<file path="src/rtl/cmp_mon_pkg.sv">
// Shared types and defaults for the CMP run monitor.
// Holds the FSM encoding and the default parameter values.
package cmp_mon_pkg;

  typedef enum logic [2:0] {
    ST_RUN     = 3'd0,
    ST_DRAIN   = 3'd1,
    ST_DONE    = 3'd2,
    ST_TIMEOUT = 3'd3
  } state_t;

  localparam int DEF_NODES          = 4;
  localparam int DEF_INST_W         = 32;
  localparam int DEF_CNT_W          = 32;
  localparam int DEF_NOP_HOLD       = 1;
  localparam int DEF_DRAIN_CYCLES   = 5;
  localparam int DEF_TIMEOUT_CYCLES = 500;

  // NOP_HOLD tops out at 15, DRAIN_CYCLES at 255.
  localparam int HOLD_W  = 4;
  localparam int DRAIN_W = 8;

endpackage

</file>
<file path="src/rtl/cmp_node_watch.sv">
// Per-node NOP watcher: counts consecutive all-zero fetches
// and raises a sticky done flag, capturing the cycle count.
// Ports:
//   clk, reset      - clock, synchronous active-high reset
//   en              - high while the monitor is in RUN
//   inst            - this node's fetched instruction
//   cycle_count     - current run cycle count
//   done            - sticky completion flag
//   done_cycle      - cycle_count seen when done rose
module cmp_node_watch
  import cmp_mon_pkg::*;
#(
  parameter int INST_W   = DEF_INST_W,
  parameter int CNT_W    = DEF_CNT_W,
  parameter int NOP_HOLD = DEF_NOP_HOLD
) (
  input  logic              clk,
  input  logic              reset,
  input  logic              en,
  input  logic [INST_W-1:0] inst,
  input  logic [CNT_W-1:0]  cycle_count,
  output logic              done,
  output logic [CNT_W-1:0]  done_cycle
);

  localparam logic [HOLD_W-1:0] HOLD_MAX =
    HOLD_W'(NOP_HOLD);

  logic [HOLD_W-1:0] hold;
  logic              is_nop;

  assign is_nop = (inst == '0);

  // Once the run of NOPs is long enough, done rises on
  // the following cycle regardless of the current fetch.
  always_ff @(posedge clk) begin
    if (reset) begin
      hold       <= '0;
      done       <= 1'b0;
      done_cycle <= '0;
    end else if (en && !done) begin
      if (hold == HOLD_MAX) begin
        done       <= 1'b1;
        done_cycle <= cycle_count;
      end else if (is_nop) begin
        hold <= hold + 1'b1;
      end else begin
        hold <= '0;
      end
    end
  end

endmodule

</file>
<file path="src/rtl/cmp_run_monitor.sv">
// Run monitor for a CMP: counts run cycles, detects when
// every node idles on NOPs, drains, then pulses dump_en.
// Ports:
//   clk, reset, clear - clock, sync reset, sync restart
//   inst_in           - packed per-node fetched words
//   cycle_count       - run cycles since release
//   node_done         - sticky per-node completion
//   node_done_cycle   - per-node completion timestamps
//   all_done          - high in DRAIN or DONE
//   dump_en           - one-cycle pulse entering DONE
//   timeout           - high in TIMEOUT
//   state             - FSM encoding for debug
module cmp_run_monitor
  import cmp_mon_pkg::*;
#(
  parameter int NODES          = DEF_NODES,
  parameter int INST_W         = DEF_INST_W,
  parameter int CNT_W          = DEF_CNT_W,
  parameter int NOP_HOLD       = DEF_NOP_HOLD,
  parameter int DRAIN_CYCLES   = DEF_DRAIN_CYCLES,
  parameter int TIMEOUT_CYCLES = DEF_TIMEOUT_CYCLES
) (
  input  logic                    clk,
  input  logic                    reset,
  input  logic                    clear,
  input  logic [NODES*INST_W-1:0] inst_in,
  output logic [CNT_W-1:0]        cycle_count,
  output logic [NODES-1:0]        node_done,
  output logic [NODES*CNT_W-1:0]  node_done_cycle,
  output logic                    all_done,
  output logic                    dump_en,
  output logic                    timeout,
  output logic [2:0]              state
);

  localparam logic [CNT_W-1:0] TO_VAL =
    CNT_W'(TIMEOUT_CYCLES);
  localparam bit TO_EN = (TIMEOUT_CYCLES != 0);
  localparam bit NO_DRAIN = (DRAIN_CYCLES == 0);
  localparam logic [DRAIN_W-1:0] DRAIN_LAST =
    DRAIN_W'(NO_DRAIN ? 0 : DRAIN_CYCLES - 1);

  state_t             state_q;
  state_t             state_d;
  logic               rst;
  logic               run;
  logic               nodes_done;
  logic               to_hit;
  logic [DRAIN_W-1:0] drain_cnt;
  logic               dumped;

  // clear behaves exactly like reset.
  assign rst        = reset | clear;
  assign run        = (state_q == ST_RUN);
  assign nodes_done = &node_done;
  assign to_hit     = TO_EN && (cycle_count == TO_VAL);

  for (genvar i = 0; i < NODES; i++) begin : g_node
    cmp_node_watch #(
      .INST_W   (INST_W),
      .CNT_W    (CNT_W),
      .NOP_HOLD (NOP_HOLD)
    ) u_watch (
      .clk         (clk),
      .reset       (rst),
      .en          (run),
      .inst        (inst_in[i*INST_W +: INST_W]),
      .cycle_count (cycle_count),
      .done        (node_done[i]),
      .done_cycle  (node_done_cycle[i*CNT_W +: CNT_W])
    );
  end

  always_ff @(posedge clk) begin
    if (rst) state_q <= ST_RUN;
    else     state_q <= state_d;
  end

  // Completion is checked first so it beats a timeout
  // landing on the same cycle.
  always_comb begin
    state_d = state_q;
    unique case (state_q)
      ST_RUN: begin
        if (nodes_done)
          state_d = NO_DRAIN ? ST_DONE : ST_DRAIN;
        else if (to_hit)
          state_d = ST_TIMEOUT;
      end
      ST_DRAIN: begin
        if (drain_cnt == DRAIN_LAST)
          state_d = ST_DONE;
      end
      default: state_d = state_q;
    endcase
  end

  // The count freezes on the cycle RUN is left, so it
  // reports the last cycle actually spent running.
  always_ff @(posedge clk) begin
    if (rst) begin
      cycle_count <= '0;
      drain_cnt   <= '0;
      dumped      <= 1'b0;
    end else begin
      if (run && state_d == ST_RUN &&
          cycle_count != '1)
        cycle_count <= cycle_count + 1'b1;
      if (state_q == ST_DRAIN)
        drain_cnt <= drain_cnt + 1'b1;
      else
        drain_cnt <= '0;
      if (state_q == ST_DONE)
        dumped <= 1'b1;
    end
  end

  always_comb begin
    all_done = 1'b0;
    dump_en  = 1'b0;
    timeout  = 1'b0;
    unique case (state_q)
      ST_DRAIN: all_done = 1'b1;
      ST_DONE: begin
        all_done = 1'b1;
        dump_en  = !dumped;
      end
      ST_TIMEOUT: timeout = 1'b1;
      default: ;
    endcase
  end

  assign state = state_q;

endmodule

</file>
<file path="config.mk">
export PLATFORM = sky130hd
export DESIGN_NAME = cmp_run_monitor
export DESIGN_NICKNAME = d
export VERILOG_FILES = /design/src/rtl/cmp_mon_pkg.sv /design/src/rtl/cmp_node_watch.sv /design/src/rtl/cmp_run_monitor.sv
export SDC_FILE = /design/constraint.sdc
export NUM_CORES = 1
export LEC_CHECK = 0
export CAP_MARGIN = 15
export CORE_ASPECT_RATIO = 0.75
export CORE_MARGIN = 2
export CORE_UTILIZATION = 35
export CTS_CLUSTER_DIAMETER = 50
export DETAILED_ROUTE_END_ITERATION = 8
export PLACE_DENSITY = 0.71
export SLEW_MARGIN = 20
export SYNTH_ARGS = -nofsm -noshare
export SYNTH_HDL_FRONTEND = slang
export SYNTH_HIERARCHICAL = 1
export SYNTH_SLANG_ARGS = --single-unit
</file>
<file path="constraint.sdc">
create_clock -name clk -period 2.2 [get_ports clk]
set_input_delay 0.55 -clock clk [delete_from_list [all_inputs] [get_ports clk]]
set_output_delay 0.55 -clock clk [all_outputs]
set_load 0.005 [all_outputs]
</file>
==> results of run 1 <==
## cells in the final DEF (no fill, tap or decap), types with 6 or more instances in the layout
| cell type | instances |
|---|---|
| nand2_1 | 311 |
| clkdlybuf4s50_1 | 294 |
| dfxtp_1 | 184 |
| a21oi_1 | 148 |
| buf_4 | 92 |
| nor2_1 | 47 |
| nor4_1 | 36 |
| nand3_1 | 21 |
| clkbuf_16 | 17 |
| nor4_2 | 16 |
| xnor2_1 | 15 |
| inv_1 | 12 |
| ha_1 | 11 |
| xor2_1 | 10 |
| nand4_1 | 9 |
| nor3b_1 | 9 |
| inv_6 | 8 |
| a31oi_1 | 8 |
| or3_2 | 8 |
| and3_1 | 7 |
| dfxtp_2 | 7 |
| o21ai_0 | 6 |
| or4_4 | 6 |
| buf_12 | 6 |
## metrics by stage
step | area (um2) | total power [W] | TNS, ns | hold WS (ns) | std cells
finish | 12700 | 0.00687 | 0 | 0.452 | 1669
CTS | 12500 | 0.00694 | 0 | 0.456 | 1667
global route | 12700 | 0.00713 | -0.0632 | 0.471 | 1669
detailed placement | 11900 | 0.00391 | -5.03 | 0.446 | 1635
floorplan | 7930 | 0.00363 | -0.106 | 0.438 | 1001
global placement | 11900 | 0.00391 | -4.52 | 0.442 | 1635
## final timing paths
| path | from | to | cells after the start |
|---|---|---|---|
| worst min-delay path | g_node[1].u_watch/done_cycle[14] | g_node[1].u_watch/done_cycle[14] | 2 |
| worst max register to register | cycle_count[0] | cycle_count[29] | 8 |
| worst max-delay path | cycle_count[0] | cycle_count[29] | 8 |
| worst min register to register | g_node[1].u_watch/done_cycle[14] | g_node[1].u_watch/done_cycle[14] | 2 |
## flip-flops by register name, indices dropped and copies added (netlist names)
signal / cells
g_node.u_watch/done_cycle: 128
cycle_count: 32
g_node.u_watch/hold: 16
drain_cnt: 8
g_node.u_watch/done: 4
state: 3
dumped: 1
## layer usage
metal  vias up  wire [um]  global-route usage (%)
met5         -          0                       0
met4         0        370                    5.46
met3        28       2620                    7.28
met2       354      13000                    36.6
met1      3969      12000                    29.4
li1       4160          -                       -
## kinds of logic after synthesis
| group | after synthesis | share of synthesized area (%) |
|---|---|---|
| AND/OR/NAND/NOR | 521 | 31.0 |
| AO/OA/AOI/OAI | 180 | 12.1 |
| adder cells (fa/ha/maj) | 12 | 1.90 |
| multiplexers | 1 | 0.126 |
| XOR/XNOR | 25 | 2.76 |
| flip-flops | 192 | 48.5 |
| buffers and inverters | 70 | 3.52 |
## area by class of cell
cell class | count | area share (%)
clock inverters | 13 | 0.889
inverters | 13 | 0.425
repair buffers | 399 | 30.2
clock buffers | 19 | 3.57
flip-flops and latches | 192 | 30.4
multi-input cells | 739 | 31.6
well taps | 294 | 2.90
## power by group
part / switching [W] / total, W / internal (W)
sequential: 0.00000255 / 0.00348 / 0.00347
combinational: 0.000128 / 0.000371 / 0.000243
clock: 0.00147 / 0.00302 / 0.00155
## timing repair
item | CTS | global route
setup endpoints to repair | 9 | 28
buffers inserted | 0 | 2
resized for setup | 10 | 42
pin swaps | 1 | 31
## worst max-delay path, delay by kind of cell (launching register included)
| kind | cells | cell delay (ns) |
|---|---|---|
| simple gates | 5 | 1.31 |
| flops | 1 | 0.36 |
| fa+ha+maj | 1 | 0.16 |
| buf+inv | 1 | 0.14 |
| compound gates | 1 | 0.12 |
==> impl_metrics.xml, run 1 <==
<?xml version="1.0" encoding="UTF-8"?>
<metrics>
  <group name="run_status">
    <metric name="run_status" unit="">finished clean</metric>
  </group>
  <group name="timing">
    <metric name="report.final.setup_viol" unit="">0</metric>
    <metric name="final_period_minus_worst_setup_slack" unit="ns">2.17</metric>
    <metric name="maxClockFrequency" unit="MHz">461</metric>
    <metric name="hold_violations" unit="">0</metric>
    <metric name="worst_slack" unit="ns">0.0318</metric>
    <metric name="drv_slew" unit="">0</metric>
    <metric name="max_slew_margin" unit="%">70.6</metric>
    <metric name="rsz0062_at_grt" unit="">yes</metric>
    <metric name="transition_time_at_the_pin_with_the_least_slew_margin" unit="ns">0.438</metric>
    <metric name="clock_skew_after_layout" unit="ns">0.0109</metric>
    <metric name="finalCritPeriodShare" unit="%">98.6</metric>
  </group>
  <group name="finish">
    <metric name="final_util" unit="%">57.3</metric>
    <metric name="fillers" unit="">2023</metric>
    <metric name="area_growth_syn_to_layout" unit="%">60.0</metric>
    <metric name="multiInputGateArea" unit="um2">4000</metric>
    <metric name="diodes" unit="">0</metric>
    <metric name="finalNetCount" unit="">1505</metric>
    <metric name="regArea" unit="um2">3860</metric>
    <metric name="share_of_post_route_cells_with_drive_strength_above_1" unit="%">14.5</metric>
  </group>
  <group name="clock_network">
    <metric name="clock_latency" unit="ns">0.44</metric>
    <metric name="clock_sink_count" unit="">192</metric>
    <metric name="hold_fix_buffers_cts" unit="">0</metric>
    <metric name="clk_pin_slew" unit="ns">0.07</metric>
    <metric name="clock_tree_from_tritoncts" unit="">yes</metric>
    <metric name="cts_htree_levels" unit="">4</metric>
    <metric name="cts.path.max_buffers" unit="">2</metric>
    <metric name="clk_root_buffer_cell" unit="">clkbuf_16</metric>
    <metric name="cts_inserted_buffers" unit="">17</metric>
  </group>
  <group name="logic_synthesis">
    <metric name="synthArstFlopShare" unit="%">0</metric>
    <metric name="synth_cell_types" unit="">46</metric>
    <metric name="netlist.top_cell.by_area" unit="">dfxtp_1</metric>
    <metric name="synth_top_area_share" unit="%">48.5</metric>
    <metric name="synth_top_flop_cell" unit="">dfxtp_1</metric>
    <metric name="synthTopCellsByCount" unit="">311 x nand2_1, 192 x dfxtp_1, 151 x a21oi_1</metric>
    <metric name="synth_area_per_cell" unit="um2">7.91</metric>
    <metric name="number_of_enable_flip_flop_cells_after_synthesis" unit="">0</metric>
    <metric name="synthesis.area" unit="um2">7920</metric>
    <metric name="synth_fp_nets" unit="">1144</metric>
    <metric name="ys_seq_elements" unit="">192</metric>
    <metric name="largest_cells_by_area_after_synthesis" unit="">dfxtp_1 49%, nand2_1 15%, a21oi_1 9.5%</metric>
    <metric name="synth_most_common_cell" unit="">nand2_1</metric>
    <metric name="synthCells" unit="">1001</metric>
    <metric name="synth_sequential_area_ratio" unit="%">48.5</metric>
    <metric name="yosysWarningCount" unit="">6</metric>
  </group>
  <group name="routing">
    <metric name="ant_nets" unit="">0</metric>
    <metric name="total_number_of_vias" unit="">8511</metric>
    <metric name="dr.first_iter.drc_count" unit="">724</metric>
    <metric name="finalWirelength" unit="mm">27.9</metric>
    <metric name="remaining_drc_errors" unit="">0</metric>
    <metric name="number_of_iterations_in_the_first_detailed_routing_pass" unit="">6</metric>
    <metric name="routedWlPerCell" unit="um">16.7</metric>
    <metric name="detail_route.vias_per_cell" unit="">5.10</metric>
  </group>
  <group name="placement">
    <metric name="detailedPlace.worstSlack" unit="ns">-0.554</metric>
    <metric name="port-buffer-count" unit="">300</metric>
    <metric name="place_congestion" unit="">0.853</metric>
    <metric name="dp_hpwl" unit="mm">20.6</metric>
  </group>
  <group name="die">
    <metric name="floorplan.io_pins" unit="">301</metric>
    <metric name="die_x" unit="um">178</metric>
    <metric name="effective_utilization_at_floorplan" unit="%">35.8</metric>
    <metric name="placement_rows" unit="">47</metric>
    <metric name="fp.coreArea" unit="um2">22100</metric>
    <metric name="design.die.area" unit="um2">23900</metric>
    <metric name="floorplan.die.height" unit="um">134</metric>
  </group>
  <group name="worst_setup_path">
    <metric name="ff_to_ff_setup_slack" unit="ns">0.03</metric>
    <metric name="cp_slowest_stage_delay" unit="ns">0.40</metric>
    <metric name="critPathMaxFanout" unit="">5</metric>
    <metric name="worst_setup_path_start_kind" unit="">register</metric>
    <metric name="crit_chain" unit="">ha_4 &gt; and3_4 &gt; and3_4 &gt; and4b_4 &gt; or3_4 &gt; buf_6 &gt; or3_4 &gt; a21oi_2</metric>
    <metric name="critPathSlowestCell" unit="">or3_4</metric>
    <metric name="worst_ep_required_time" unit="ns">2.56</metric>
    <metric name="setup.worst_path.class" unit="">reg2reg</metric>
    <metric name="timing.critical_path.arrival" unit="ns">2.53</metric>
    <metric name="critical_path.endpoint_type" unit="">register</metric>
  </group>
  <group name="global_routing">
    <metric name="antenna_violations_before_repair" unit="">0</metric>
    <metric name="largest_net_degree_at_the_start_of_global_routing" unit="">44</metric>
    <metric name="grt_overflow_total" unit="">0</metric>
    <metric name="grt_util_overall" unit="%">22.7</metric>
    <metric name="first_global_vias" unit="">7823</metric>
    <metric name="grt_pass1_wl" unit="mm">41.8</metric>
  </group>
  <group name="run">
    <metric name="timing.max_cap.violations" unit="">0</metric>
  </group>
  <group name="power">
    <metric name="leakage" unit="nW">4.31</metric>
    <metric name="power.ir.vdd_worst" unit="V">0.000542</metric>
    <metric name="p_per_area" unit="nW/um2">542</metric>
  </group>
  <group name="hold_path">
    <metric name="hold_class" unit="">reg2reg</metric>
  </group>
</metrics>
No activity file was read; power rests on OpenSTA's default activity.
==> run 2, diff against run 1 <==
--- a/config.mk
+++ b/config.mk
@@ -5,13 +5,12 @@
 export SDC_FILE = /design/constraint.sdc
 export NUM_CORES = 1
 export LEC_CHECK = 0
-export CAP_MARGIN = 15
 export CORE_ASPECT_RATIO = 0.75
 export CORE_MARGIN = 2
 export CORE_UTILIZATION = 35
 export CTS_CLUSTER_DIAMETER = 50
 export DETAILED_ROUTE_END_ITERATION = 8
-export PLACE_DENSITY = 0.71
+export PLACE_DENSITY = 0.68
 export SLEW_MARGIN = 20
 export SYNTH_ARGS = -nofsm -noshare
 export SYNTH_HDL_FRONTEND = slang
==> constraint.sdc (replaced) <==
create_clock -name clk -period 2 [get_ports clk]
set_input_delay 0.5 -clock clk [delete_from_list [all_inputs] [get_ports clk]]
set_output_delay 0.5 -clock clk [all_outputs]
set_load 0.005 [all_outputs]
==> run 2 against run 1 <==
Against the previous run: the run now ends with setup timing left; wire length increased by 5.1%; first-iteration DRC count decreased by 22%; clock-buffer cell count decreased by 1; power increased by 11%; cell count increased by 3.4%; critical endpoint is now cycle_count[9]; largest cell class is now non-clock buffers.
==> impl_metrics.xml, run 2 (synthesized netlist as in run 1, its figures left out) <==
<?xml version="1.0" encoding="UTF-8"?>
<metrics>
  <group name="worst_setup_path">
    <metric name="timing.critical_path.arrival" unit="ns">2.41</metric>
    <metric name="critPathMaxFanout" unit="">7</metric>
    <metric name="worstReg2RegStart" unit="">cycle_count[0]</metric>
    <metric name="cp_slowest_stage_delay" unit="ns">0.37</metric>
    <metric name="r2r_cells" unit="">8</metric>
    <metric name="worst_setup_path_start_kind" unit="">register</metric>
    <metric name="worst_ep_required_time" unit="ns">2.32</metric>
    <metric name="setup.worst_path.class" unit="">reg2reg</metric>
    <metric name="critical_path.endpoint_type" unit="">register</metric>
    <metric name="worstSetupStartpoint" unit="">cycle_count[0]</metric>
    <metric name="critPathSlowestCell" unit="">dfxtp_4</metric>
    <metric name="cpMostUsedCell" unit="">and3_4</metric>
    <metric name="crit_chain" unit="">ha_4 &gt; and3_4 &gt; and3_4 &gt; and4b_4 &gt; or3_4 &gt; buf_6 &gt; o31ai_1 &gt; a21oi_2</metric>
  </group>
  <group name="routing">
    <metric name="top_signal_layer_used" unit="">met4</metric>
    <metric name="finalWirelength" unit="mm">29.4</metric>
    <metric name="routedWlPerCell" unit="um">17.0</metric>
    <metric name="routed-wl-met3" unit="mm">2.05</metric>
    <metric name="dr.first_iter.drc_count" unit="">564</metric>
    <metric name="total_number_of_vias" unit="">8745</metric>
    <metric name="remaining_drc_errors" unit="">0</metric>
    <metric name="detail_route.vias_per_cell" unit="">5.07</metric>
    <metric name="ant_nets" unit="">0</metric>
    <metric name="detail_route.wirelength.met1" unit="mm">12.5</metric>
    <metric name="met2RoutedLength" unit="mm">14.2</metric>
    <metric name="number_of_iterations_in_the_first_detailed_routing_pass" unit="">5</metric>
  </group>
  <group name="finish">
    <metric name="design_area" unit="um2">13800</metric>
    <metric name="biggestRegsByFlops" unit="">g_node.u_watch/done_cycle: 128 flops, cycle_count: 32 flops, g_node.u_watch/hold: 16 flops</metric>
    <metric name="diodes" unit="">0</metric>
    <metric name="most-common-layout-cells" unit="">311 x nand2_1, 172 x dfxtp_1, 163 x clkdlybuf4s50_1</metric>
    <metric name="share_of_post_route_cells_with_drive_strength_above_1" unit="%">21.4</metric>
    <metric name="number_of_flip_flops_under_the_largest_register_name" unit="">128</metric>
    <metric name="finalNetCount" unit="">1562</metric>
    <metric name="finalNonFillerCells" unit="">1726</metric>
    <metric name="largest_register" unit="">g_node.u_watch/done_cycle</metric>
    <metric name="final_common_cell" unit="">nand2_1</metric>
    <metric name="fillers" unit="">1918</metric>
    <metric name="area_growth_syn_to_layout" unit="%">73.7</metric>
  </group>
  <group name="clock_network">
    <metric name="cts_inserted_buffers" unit="">17</metric>
    <metric name="hold_fix_buffers_cts" unit="">0</metric>
    <metric name="clock_latency" unit="ns">0.44</metric>
    <metric name="clk_pin_slew" unit="ns">0.08</metric>
    <metric name="clk_root_buffer_cell" unit="">clkbuf_16</metric>
    <metric name="cts.path.max_buffers" unit="">2</metric>
    <metric name="clock_tree_from_tritoncts" unit="">yes</metric>
    <metric name="cts_htree_levels" unit="">4</metric>
    <metric name="clock_sink_count" unit="">192</metric>
  </group>
  <group name="die">
    <metric name="fp.coreArea" unit="um2">22100</metric>
    <metric name="floorplan.die.height" unit="um">134</metric>
    <metric name="die_x" unit="um">178</metric>
    <metric name="floorplan.io_pins" unit="">301</metric>
    <metric name="placement_rows" unit="">47</metric>
    <metric name="effective_utilization_at_floorplan" unit="%">35.8</metric>
    <metric name="design.die.area" unit="um2">23900</metric>
  </group>
  <group name="power">
    <metric name="p_per_area" unit="nW/um2">554</metric>
    <metric name="power" unit="W">0.00762</metric>
    <metric name="power.ir.vdd_worst" unit="V">0.000547</metric>
    <metric name="leakage" unit="nW">5.59</metric>
  </group>
  <group name="timing">
    <metric name="clock_skew_after_layout" unit="ns">0.0121</metric>
    <metric name="setup_total_negative_slack" unit="ns">-0.114</metric>
    <metric name="max_slew_margin" unit="%">74.1</metric>
    <metric name="hold_violations" unit="">0</metric>
    <metric name="finalCritPeriodShare" unit="%">104</metric>
    <metric name="rsz0062_at_grt" unit="">yes</metric>
    <metric name="maxClockFrequency" unit="MHz">479</metric>
    <metric name="worst_slack" unit="ns">-0.0870</metric>
    <metric name="final_period_minus_worst_setup_slack" unit="ns">2.09</metric>
    <metric name="drv_slew" unit="">0</metric>
    <metric name="report.final.setup_viol" unit="">2</metric>
    <metric name="transition_time_at_the_pin_with_the_least_slew_margin" unit="ns">0.386</metric>
  </group>
  <group name="run_status">
    <metric name="run_status" unit="">complete, but fails checks</metric>
    <metric name="failed_checks" unit="">setup timing</metric>
  </group>
  <group name="global_routing">
    <metric name="grt_util_overall" unit="%">23.6</metric>
    <metric name="first_global_vias" unit="">8212</metric>
    <metric name="grt_overflow_total" unit="">0</metric>
    <metric name="grt_pass1_wl" unit="mm">43.9</metric>
    <metric name="antenna_violations_before_repair" unit="">0</metric>
    <metric name="largest_net_degree_at_the_start_of_global_routing" unit="">42</metric>
  </group>
  <group name="placement">
    <metric name="dp_hpwl" unit="mm">20.5</metric>
    <metric name="placed_cell_area" unit="um2">12200</metric>
    <metric name="detailedPlace.worstSlack" unit="ns">-0.544</metric>
    <metric name="port-buffer-count" unit="">300</metric>
    <metric name="number_of_placed_cells_counting_well_taps" unit="">1659</metric>
    <metric name="place_congestion" unit="">0.828</metric>
  </group>
  <group name="run">
    <metric name="timing.max_cap.violations" unit="">0</metric>
  </group>
  <group name="hold_path">
    <metric name="hold_class" unit="">reg2reg</metric>
    <metric name="min_delay_path_depth" unit="">2</metric>
    <metric name="worstHoldStart" unit="">g_node[2].u_watch/done_cycle[12]</metric>
  </group>
</metrics>
## run 2: where the power goes
part           leakage, nW  internal [W]  switching [W]
Sequential            1.56       0.00380     0.00000349
Clock                0.295       0.00173        0.00170
Combinational         3.74      0.000231       0.000161
## run 2: cell type report
cell class | count | area (um2) | area share (%)
multi-input combinational | 739 | 4300 | 31.3
clock buffer | 18 | 439 | 3.19
inverter | 13 | 53.8 | 0.391
tap | 294 | 368 | 2.67
clock inverter | 14 | 158 | 1.15
sequential | 192 | 3900 | 28.4
timing repair buffer | 456 | 4540 | 33.0
## run 2: what timing repair did
| action | 4_1_cts | 5_1_grt |
|---|---|---|
| pin swaps | 42 | 59 |
| endpoints found under the hold margin | 0 | 0 |
| setup buffers | 19 | 17 |
| setup endpoints to repair | 55 | 66 |
| gates resized for setup | 124 | 155 |
## run 2: layer usage
metal	vias to the layer above	GRT usage [%]
li1	4282	-
met1	4117	30.2
met2	297	39.2
met3	49	5.67
met4	0	7.65
met5	-	0
## run 2: final timing paths
check | to | slack [ns]
setup / recovery | cycle_count[9] | -0.09
hold / removal | g_node[2].u_watch/done_cycle[12] | 0.45
setup reg to reg | cycle_count[9] | -0.09
hold reg to reg | g_node[2].u_watch/done_cycle[12] | 0.45
## run 2: worst max-delay path, delay by kind of cell, from the launching register on
family | cells | cell delay (ns)
and+or+nand+nor | 4 | 0.83
AOI/OAI and AO/OA | 2 | 0.47
DFF | 1 | 0.37
adders and majority gates | 1 | 0.16
buffers and inverters | 1 | 0.15
## run 2: stage by stage
stage	hold slack (ns)	utilization (%)
detailed placement	0.444	55.3
CTS	0.454	59.3
global placement	0.441	55.3
floorplan	0.438	-
finish	0.451	62.2
global route	0.468	62.2
==> run 3, diff against run 2 <==
--- a/config.mk
+++ b/config.mk
@@ -5,11 +5,13 @@
 export SDC_FILE = /design/constraint.sdc
 export NUM_CORES = 1
 export LEC_CHECK = 0
+export ABC_CLOCK_PERIOD_IN_PS = 2000
 export CORE_ASPECT_RATIO = 0.75
 export CORE_MARGIN = 2
 export CORE_UTILIZATION = 35
 export CTS_CLUSTER_DIAMETER = 50
 export DETAILED_ROUTE_END_ITERATION = 8
+export GPL_TIMING_DRIVEN = 0
 export PLACE_DENSITY = 0.68
 export SLEW_MARGIN = 20
 export SYNTH_ARGS = -nofsm -noshare
==> run 3 against run 2 <==
Against the previous run: the run still ends with setup timing left; wire length up 1.9%; sequential power is essentially flat; critical path type unchanged; critical endpoint unchanged; utilization decreased by 2.4 points; die area unchanged; worst setup slack got worse by 0.081 ns; critical path depth is 1 lower; largest power group unchanged; register-to-register slack lost 0.08 ns; clock skew about the same; maximum frequency down 3.7%.
==> impl_metrics.xml, run 3 (synthesized netlist as in run 1, its figures left out) <==
<?xml version="1.0" encoding="UTF-8"?>
<metrics>
  <group name="finish">
    <metric name="finalNetCount" unit="">1524</metric>
    <metric name="most-common-layout-cells" unit="">309 x nand2_1, 196 x clkdlybuf4s50_1, 153 x dfxtp_1</metric>
    <metric name="share_of_post_route_cells_with_drive_strength_above_1" unit="%">20.7</metric>
    <metric name="design_area" unit="um2">13200</metric>
    <metric name="number_of_flip_flops_under_the_largest_register_name" unit="">128</metric>
    <metric name="final_common_cell" unit="">nand2_1</metric>
    <metric name="area_growth_syn_to_layout" unit="%">67.0</metric>
    <metric name="final_util" unit="%">59.8</metric>
    <metric name="biggestRegsByFlops" unit="">g_node.u_watch/done_cycle: 128 flops, cycle_count: 32 flops, g_node.u_watch/hold: 16 flops</metric>
    <metric name="largest_register" unit="">g_node.u_watch/done_cycle</metric>
  </group>
  <group name="clock_network">
    <metric name="clock_tree_from_tritoncts" unit="">yes</metric>
    <metric name="clk_pin_slew" unit="ns">0.07</metric>
    <metric name="clock_latency" unit="ns">0.44</metric>
    <metric name="hold_fix_buffers_cts" unit="">0</metric>
    <metric name="cts_inserted_buffers" unit="">17</metric>
    <metric name="clk_root_buffer_cell" unit="">clkbuf_16</metric>
    <metric name="cts.path.max_buffers" unit="">2</metric>
    <metric name="clock_sink_count" unit="">192</metric>
    <metric name="cts_htree_levels" unit="">4</metric>
  </group>
  <group name="routing">
    <metric name="remaining_drc_errors" unit="">0</metric>
    <metric name="detail_route.vias_per_cell" unit="">5.15</metric>
    <metric name="total_number_of_vias" unit="">8694</metric>
    <metric name="ant_nets" unit="">0</metric>
    <metric name="routedWlPerCell" unit="um">17.7</metric>
    <metric name="number_of_iterations_in_the_first_detailed_routing_pass" unit="">4</metric>
    <metric name="finalWirelength" unit="mm">29.9</metric>
    <metric name="dr.first_iter.drc_count" unit="">634</metric>
  </group>
  <group name="global_routing">
    <metric name="grt_overflow_total" unit="">0</metric>
    <metric name="grt_pass1_wl" unit="mm">44.3</metric>
    <metric name="grt_util_overall" unit="%">24.2</metric>
    <metric name="largest_net_degree_at_the_start_of_global_routing" unit="">21</metric>
    <metric name="antenna_violations_before_repair" unit="">2</metric>
    <metric name="first_global_vias" unit="">8001</metric>
  </group>
  <group name="worst_setup_path">
    <metric name="setup.worst_path.class" unit="">reg2reg</metric>
    <metric name="worst_ep_required_time" unit="ns">2.37</metric>
    <metric name="critical_path.endpoint_type" unit="">register</metric>
    <metric name="critPathMaxFanout" unit="">5</metric>
    <metric name="r2r_cells" unit="">7</metric>
    <metric name="ff_to_ff_setup_slack" unit="ns">-0.17</metric>
    <metric name="timing.critical_path.arrival" unit="ns">2.54</metric>
    <metric name="worst_setup_path_start_kind" unit="">register</metric>
  </group>
  <group name="die">
    <metric name="floorplan.io_pins" unit="">301</metric>
    <metric name="effective_utilization_at_floorplan" unit="%">35.8</metric>
    <metric name="floorplan.die.height" unit="um">134</metric>
    <metric name="fp.coreArea" unit="um2">22100</metric>
    <metric name="design.die.area" unit="um2">23900</metric>
    <metric name="die_x" unit="um">178</metric>
    <metric name="placement_rows" unit="">47</metric>
  </group>
  <group name="power">
    <metric name="power.ir.vdd_worst" unit="V">0.000635</metric>
    <metric name="leakage" unit="nW">4.90</metric>
    <metric name="power_frac_clock" unit="%">44.8</metric>
    <metric name="power.switching_fraction" unit="%">24.9</metric>
    <metric name="combinational_power_share" unit="%">5.2</metric>
    <metric name="share_of_power_burned_in_registers" unit="%">50.0</metric>
    <metric name="p_per_area" unit="nW/um2">573</metric>
    <metric name="p_int" unit="W">0.00569</metric>
    <metric name="switchingPower" unit="W">0.00189</metric>
  </group>
  <group name="hold_path">
    <metric name="min_delay_path_depth" unit="">2</metric>
    <metric name="hold_class" unit="">reg2reg</metric>
  </group>
  <group name="timing">
    <metric name="hold_violations" unit="">0</metric>
    <metric name="max_slew_margin" unit="%">58.4</metric>
    <metric name="hold_slack" unit="ns">0.454</metric>
    <metric name="maxClockFrequency" unit="MHz">461</metric>
    <metric name="finalCritPeriodShare" unit="%">108</metric>
    <metric name="report.final.setup_viol" unit="">25</metric>
    <metric name="transition_time_at_the_pin_with_the_least_slew_margin" unit="ns">0.624</metric>
    <metric name="final_period_minus_worst_setup_slack" unit="ns">2.17</metric>
    <metric name="drv_slew" unit="">0</metric>
    <metric name="clock_skew_after_layout" unit="ns">0.0123</metric>
    <metric name="rsz0062_at_grt" unit="">yes</metric>
    <metric name="worst_slack" unit="ns">-0.168</metric>
  </group>
  <group name="run_status">
    <metric name="failed_checks" unit="">setup timing</metric>
    <metric name="run_status" unit="">complete, but fails checks</metric>
  </group>
  <group name="run">
    <metric name="timing.max_cap.violations" unit="">0</metric>
  </group>
  <group name="placement">
    <metric name="detailedPlace.worstSlack" unit="ns">-1.63</metric>
    <metric name="port-buffer-count" unit="">300</metric>
    <metric name="dp_hpwl" unit="mm">20.6</metric>
    <metric name="placed_cell_area" unit="um2">11400</metric>
    <metric name="place_congestion" unit="">0.835</metric>
  </group>
</metrics>
==> run 3: cell types whose count changed in the layout (fill, tap and decap cells not counted), moves of 8 or more <==
cell and change:
clkbuf_1 +10, buf_12 -8, dfxtp_1 -19, clkdlybuf4s50_1 +33, dlymetal6s2s_1 -37, buf_6 -20, clkbuf_2 +18, buf_4 -54
clkbuf_4 +11, dfxtp_4 +14
==> run 3: worst paths after layout <==
| path | startpoint | endpoint |
|---|---|---|
| setup / recovery | cycle_count[0] | cycle_count[9] |
| setup reg to reg | cycle_count[0] | cycle_count[9] |
| hold reg to reg | g_node[3].u_watch/done_cycle[27] | g_node[3].u_watch/done_cycle[27] |
| hold / removal | g_node[3].u_watch/done_cycle[27] | g_node[3].u_watch/done_cycle[27] |
==> run 3: per-stage QoR <==
step | setup TNS [ns] | power [W] | cells
2_1_floorplan | -5.83 | 0.00399 | 1001
3_3_place_gp | -225.76 | 0.00431 | 1595
3_5_place_dp | -223.74 | 0.00431 | 1595
4_1_cts | -1.51 | 0.00764 | 1669
5_1_grt | -3.64 | 0.00785 | 1688
6_report | -1.82 | 0.00758 | 1689
==> run 3: area by class of cell <==
| type | instances | area, um2 |
|---|---|---|
| Fill cell | 1922 | 8880 |
| Multi-Input combinational cell | 739 | 4360 |
| Sequential cell | 192 | 3960 |
| Timing Repair Buffer | 373 | 3650 |
| Clock buffer | 17 | 425 |
| Tap cell | 294 | 368 |
| Buffer | 45 | 258 |
| Clock inverter | 15 | 159 |
| Inverter | 13 | 48.8 |
| Antenna cell | 1 | 2.50 |
==> run 3: per-layer routing <==
metal,global-route usage (%),up-vias,wire length [um]
met2,38.0,343,13700
met3,7.00,46,2550
li1,-,4192,-
met4,6.28,2,562
met1,32.5,4111,13100
met5,0,-,13
==> run 3: what timing repair did <==
action,CTS,global route
endpoints found under the setup margin,223,180
cloned,1,1
resized for setup,204,130
setup buffers,49,23
pin swaps,70,63
==> run 3: critical path, stage by stage (launching register included) <==
cell,delay (ns)
dfxtp_4,0.37
ha_4,0.16
and3_4,0.19
and3_4,0.17
and4b_4,0.20
or3_4,0.40
or4_4,0.50
a21oi_2,0.12
==> run 3: power by group through the flow <==
stage | combinational [W] | clock (W) | sequential, W
final | 0.000394 | 0.00339 | 0.00379
after global routing | 0.000421 | 0.00364 | 0.00379
after CTS | 0.000379 | 0.00346 | 0.00380
after detailed placement | 0.000392 | 0 | 0.00392
after global placement | 0.000386 | 0 | 0.00392
after floorplan | 0.0000773 | 0 | 0.00392
